**src/rtl/wb_retire_trace_buffer.sv**
```systemverilog
// Retirement trace monitor: captures non-bubble WB-stage instructions into a FIFO
// drained over a valid/ready port, stopping once MAX_RETIRE instructions have retired.
module wb_retire_trace_buffer #(
   parameter int          DEPTH      = 16,
   parameter int          MAX_RETIRE = 1200,
   parameter logic [31:0] BUBBLE     = 32'hffffffff
) (
   input  logic                     clk_in,
   input  logic                     reset,
   input  logic                     clear,
   input  logic                     trace_en,
   input  logic [31:0]              wb_pc,
   input  logic [31:0]              wb_ir,
   input  logic                     wb_rf_w,
   input  logic [4:0]               wb_rdc,
   input  logic [31:0]              wb_wdata,
   output logic                     out_valid,
   input  logic                     out_ready,
   output logic [31:0]              out_pc,
   output logic [31:0]              out_ir,
   output logic                     out_rf_w,
   output logic [4:0]               out_rdc,
   output logic [31:0]              out_wdata,
   output logic [15:0]              retired,
   output logic [$clog2(DEPTH):0]   used,
   output logic [15:0]              dropped,
   output logic                     overflow,
   output logic                     done
);

   localparam int AW = $clog2(DEPTH);
   localparam logic [AW:0] DEPTH_W = (AW+1)'(DEPTH);
   localparam logic [15:0] MAX_W   = 16'(MAX_RETIRE);

   localparam logic [1:0] ST_IDLE = 2'd0;
   localparam logic [1:0] ST_RUN  = 2'd1;
   localparam logic [1:0] ST_DONE = 2'd2;

   logic [1:0]    state;
   logic [AW-1:0] wr_ptr;
   logic [AW-1:0] rd_ptr;

   logic [31:0] mem_pc    [DEPTH];
   logic [31:0] mem_ir    [DEPTH];
   logic        mem_rf_w  [DEPTH];
   logic [4:0]  mem_rdc   [DEPTH];
   logic [31:0] mem_wdata [DEPTH];

   logic capture;
   logic full;
   logic pop;
   logic push;
   logic drop;

   assign capture = (state == ST_RUN) && (wb_ir != BUBBLE);
   assign full    = (used == DEPTH_W);
   assign pop     = out_valid && out_ready;
   assign push    = capture && (!full || pop);
   assign drop    = capture && full && !pop;

   // Outputs are masked when empty so reset and drained states show all zeros.
   assign out_valid = (used != '0);
   assign out_pc    = out_valid ? mem_pc[rd_ptr] : 32'd0;
   assign out_ir    = out_valid ? mem_ir[rd_ptr] : 32'd0;
   assign out_rf_w  = out_valid && mem_rf_w[rd_ptr];
   assign out_rdc   = out_rf_w ? mem_rdc[rd_ptr] : 5'd0;
   assign out_wdata = out_rf_w ? mem_wdata[rd_ptr] : 32'd0;
   assign done      = (state == ST_DONE);

   always_ff @(posedge clk_in) begin
      if (push && !clear) begin
         mem_pc[wr_ptr]    <= wb_pc;
         mem_ir[wr_ptr]    <= wb_ir;
         mem_rf_w[wr_ptr]  <= wb_rf_w;
         mem_rdc[wr_ptr]   <= wb_rdc;
         mem_wdata[wr_ptr] <= wb_wdata;
      end
   end

   always_ff @(posedge clk_in or negedge reset) begin
      if (!reset) begin
         state    <= ST_IDLE;
         wr_ptr   <= '0;
         rd_ptr   <= '0;
         used     <= '0;
         retired  <= '0;
         dropped  <= '0;
         overflow <= 1'b0;
      end else if (clear) begin
         state    <= ST_IDLE;
         wr_ptr   <= '0;
         rd_ptr   <= '0;
         used     <= '0;
         retired  <= '0;
         dropped  <= '0;
         overflow <= 1'b0;
      end else begin
         if (push)
            wr_ptr <= wr_ptr + 1'b1;
         if (pop)
            rd_ptr <= rd_ptr + 1'b1;
         if (push && !pop)
            used <= used + 1'b1;
         else if (!push && pop)
            used <= used - 1'b1;

         // A dropped entry still counts as retired; only the trace record is lost.
         if (capture && retired != MAX_W)
            retired <= retired + 16'd1;
         if (drop) begin
            overflow <= 1'b1;
            if (dropped != 16'hffff)
               dropped <= dropped + 16'd1;
         end

         case (state)
            ST_IDLE: if (trace_en) state <= ST_RUN;
            ST_RUN: begin
               if (capture && retired == MAX_W - 16'd1)
                  state <= ST_DONE;
               else if (!trace_en)
                  state <= ST_IDLE;
            end
            ST_DONE: state <= ST_DONE;
            default: state <= ST_IDLE;
         endcase
      end
   end

endmodule

```
**config.mk**
```make
export PLATFORM = sky130hd
export DESIGN_NAME = wb_retire_trace_buffer
export DESIGN_NICKNAME = d
export VERILOG_FILES = /design/src/rtl/wb_retire_trace_buffer.sv
export SDC_FILE = /design/constraint.sdc
export NUM_CORES = 1
export LEC_CHECK = 0
export ABC_AREA = 1
export BUFFER_PORTS_ARGS = -buffer_cell sky130_fd_sc_hd__buf_2
export CORE_MARGIN = 2
export CORE_UTILIZATION = 45
export DETAILED_ROUTE_END_ITERATION = 12
export PLACE_DENSITY_LB_ADDON = 0.25
export REMOVE_ABC_BUFFERS = 1
export SYNTH_ARGS = -nofsm -noshare
export SYNTH_HDL_FRONTEND = slang
export SYNTH_SLANG_ARGS = --single-unit
```
**constraint.sdc**
```tcl
create_clock -name clk_in -period 9 [get_ports clk_in]
set_clock_uncertainty 0.15 [all_clocks]
set_input_delay 1.8 -clock clk_in [delete_from_list [all_inputs] [get_ports clk_in]]
set_output_delay 1.8 -clock clk_in [all_outputs]
set_load 0.01 [all_outputs]
```
==> metrics.md <==
| Metric | Value |
|---|---|
| Status | finished, final reports clean |
| Yosys Warn Count | 0 |
| Post-DP Area | 0.0695 mm² |
| # rows | 141 |
| Core ar. | 0.147 mm² |
| Routed WL | 176,000 µm |
| Layout area overhead | 11.8% |
| Die width | 389 µm |
| Synth Instances | 5,012 |
| Final hold violation count | 0 |
| # DRC | 0 |
| Full die area | 0.152 mm² |
| Dpl hpwl | 83,700 µm |
| Tcrit/Tclk final | 74.5% |
| Syn Std Cell Area | 0.0668 mm² |
| CP Launch Type | flop |
| Worst Path Max Fanout | 139 |
| Worst reg2reg setup slack | 5.07 ns |
| Cts hold-fix bufs | 0 |
| Detail Route Antenna Nets | 0 |
| Worst r2r path cells | 11 |
| CTS sink cnt | 1,680 |
| Number of enable flip-flop cells after synthesis | 1,632 |
| Vias per Instance | 5.84 |
| I/O Buffers | 248 |
| DR vias | 42,100 |
| Min-Delay Path Class | flop to flop |
| Finished Layout Cells | 7,215 |
| First-pass iteration count of the detailed router | 5 |
| Worst path arrival time | 4.75 ns |
| Capturing point of the worst reg2reg path | mem_pc[12][17] |
| Critical Path RT | 7.05 ns |
| FMAX | 0.149 GHz |
| Peak supply drop | 0.293 mV |
| Sequential area share after synthesis | 75.2% |
| Placed insts | 6,896 |
| Vias in the first global route | 40,900 |
| Io pins | 249 |
| # setup viols final | 0 |
| CTS tree | yes |
| Avg Synthesized Cell Area | 13.3 µm² |
| Root Driver | clkbuf_16 |
| Power Dens Cells | 263 mW/mm² |
| Ratio of cells with drive above 1 in the final layout | 11.1% |
| Post-synthesis async set-or-reset flop share | 2.86% |
| Nets@finish | 5,258 |
| Post_cts resized | 0 |
| Hold_ws | 0.315 ns |
| CTS Buf Count | 170 |
| Max-Cap Viols | 0 |
| Ys flop type | edfxtp_1 |
| Clock Pin Slew Worst Setup and Hold Paths | 0.06 ns |
| Slew at the pin closest to its max-slew limit | 1.44 ns |
| RSZ-0062 raised after global routing | no |
| Max-slew violation count | 0 |
| WS Path Type | flop to output port |
| WHS Path Cells | 1 |
| Max-slew headroom | 3.78% |
| Reg2reg start | used[0] |
| Fill cell count | 12,600 |
| Overflow after GRT | 0 |
| Setup bufs post-CTS | 0 |
| Power Total | 19.7 mW |
| Initial antenna violation count | 27 |
| Starting Density | 45.3% |
| Gr usage total | 23.0% |
| CTS H-tree depth | 4 |
| Hold_sp | state[1] |
| Unique cell type count in the Yosys netlist | 43 |
| Synth Register Bits | 1,680 |
| First-pass GRT wire length | 263,000 µm |
| Clk Latency, worst-skew pair | 0.79 ns |
| Pin count of the biggest net entering global routing | 300 |
| Fin crit period | 6.70 ns |
| Clk buf depth | 3 |
| GP Congestion | 0.791 |
| Iteration-0 DRC Markers | 4,316 |
| Routed len/inst | 24.4 µm |
| Hold endpoint | state[0] |
| Static Leak | 24.7 nW |
| CP endpoint kind | output port |
| Post-Layout Inst Area | 0.0747 mm² |
| Die height | 389 µm |
cell families after synthesis:
kind of cell	Yosys count	synth area share, %
buffers and inverters	411	2.92
AOI/OAI and AO/OA	1178	10.8
xor gates and xnor gates	18	0.236
DFF	1680	75.2
adders and majority gates	13	0.255
and+or+nand+nor	1712	10.6
per-layer routing:
layer | part of all wire, % | vias to the layer above | track usage [%]
met5 | 0.055 | - | 0
met1 | 43 | 21400 | 31.7
li1 | - | 19000 | -
met4 | 2.2 | 18 | 7.03
met3 | 6.4 | 260 | 3.62
met2 | 49 | 1409 | 37.6
synthesized netlist by cell type (all sizes together), types with 26 or more instances:
library cell     n  area (µm²)
a21oi          184         921
a31oi           28         175
a32o            26         260
buf            188        1110
clkbuf         167         629
dfrtp           48        1200
edfxtp        1632       49000
inv             56         213
nand2          709        2670
nand3          331        1660
nor2           601        2260
nor3            43         325
o211ai          79         593
o21ai          566        2830
o221ai         181        1590
o22ai           77         482
state kept, by name, summed over array words and instances, names as in the netlist:
signal / cells
dropped: 16
mem_ir: 512
mem_pc: 512
mem_rdc: 80
mem_rf_w: 16
mem_wdata: 512
overflow: 1
rd_ptr: 4
retired: 16
state: 2
used: 5
wr_ptr: 4
critical path, stage by stage (launching register included):
cell and delay [ns]:
dfrtp_4 1.08, buf_12 0.67, o21ai_0 0.19, o211ai_1 0.21, nand3_1 0.11, nand2_1 0.13, nand2_2 0.50, nor3_1 0.79
buf_2 0.25
power by group:
| part | leakage, nW | internal [mW] | total, mW | switching [mW] |
|---|---|---|---|---|
| logic | 6.85 | 1.22 | 4.36 | 3.14 |
| registers | 15.3 | 8.63 | 8.69 | 0.0652 |
| clock network | 2.49 | 3.68 | 6.60 | 2.92 |
worst max-delay path by stage:
stage / start / end / cells past startpoint
2_1_floorplan: rd_ptr[0] / out_rdc[3] / 9
3_3_place_gp: rd_ptr[1] / out_wdata[29] / 12
3_5_place_dp: rd_ptr[1] / out_ir[7] / 7
4_1_cts: rd_ptr[1] / out_ir[7] / 7
5_1_grt: rd_ptr[1] / out_ir[7] / 7
6_report: rd_ptr[1] / out_rdc[1] / 8
through the flow:
stage | setup TNS (ns) | worst slack (ns) | utilization [%]
3_3_place_gp | 0 | 3.06 | 47.1
6_report | 0 | 2.30 | 50.6
3_5_place_dp | 0 | 3.09 | 47.1
5_1_grt | 0 | 1.89 | 50.6
2_1_floorplan | -2596.02 | -21.10 | -
4_1_cts | 0 | 2.21 | 50.6
cell type report:
cell class,count,area [µm²],share of cell area [%]
Tap cell,1930,2410,3.23
Sequential cell,1680,50200,67.3
Timing Repair Buffer,309,1850,2.48
Multi-Input combinational cell,2921,14700,19.7
Clock buffer,223,4520,6.05
Inverter,56,249,0.333
Antenna cell,13,32.5,0.0436
Clock inverter,83,643,0.861
cell usage in the layout (no fill, tap or decap), types with 21 or more instances in the layout:
cell	instances
o21ai_0	531
a21oi_1	184
buf_4	49
o22ai_1	77
o221ai_1	181
nand3_1	331
o21ai_1	35
inv_1	49
nor2_1	588
clkbuf_16	172
nand2_1	705
nor3_2	26
clkbuf_1	49
nand4_1	21
o211ai_1	79
dfrtp_1	44
edfxtp_1	1632
a31oi_1	28
buf_2	248
a32o_1	26
clkinv_1	42
No activity file was read; power rests on OpenSTA's default activity.
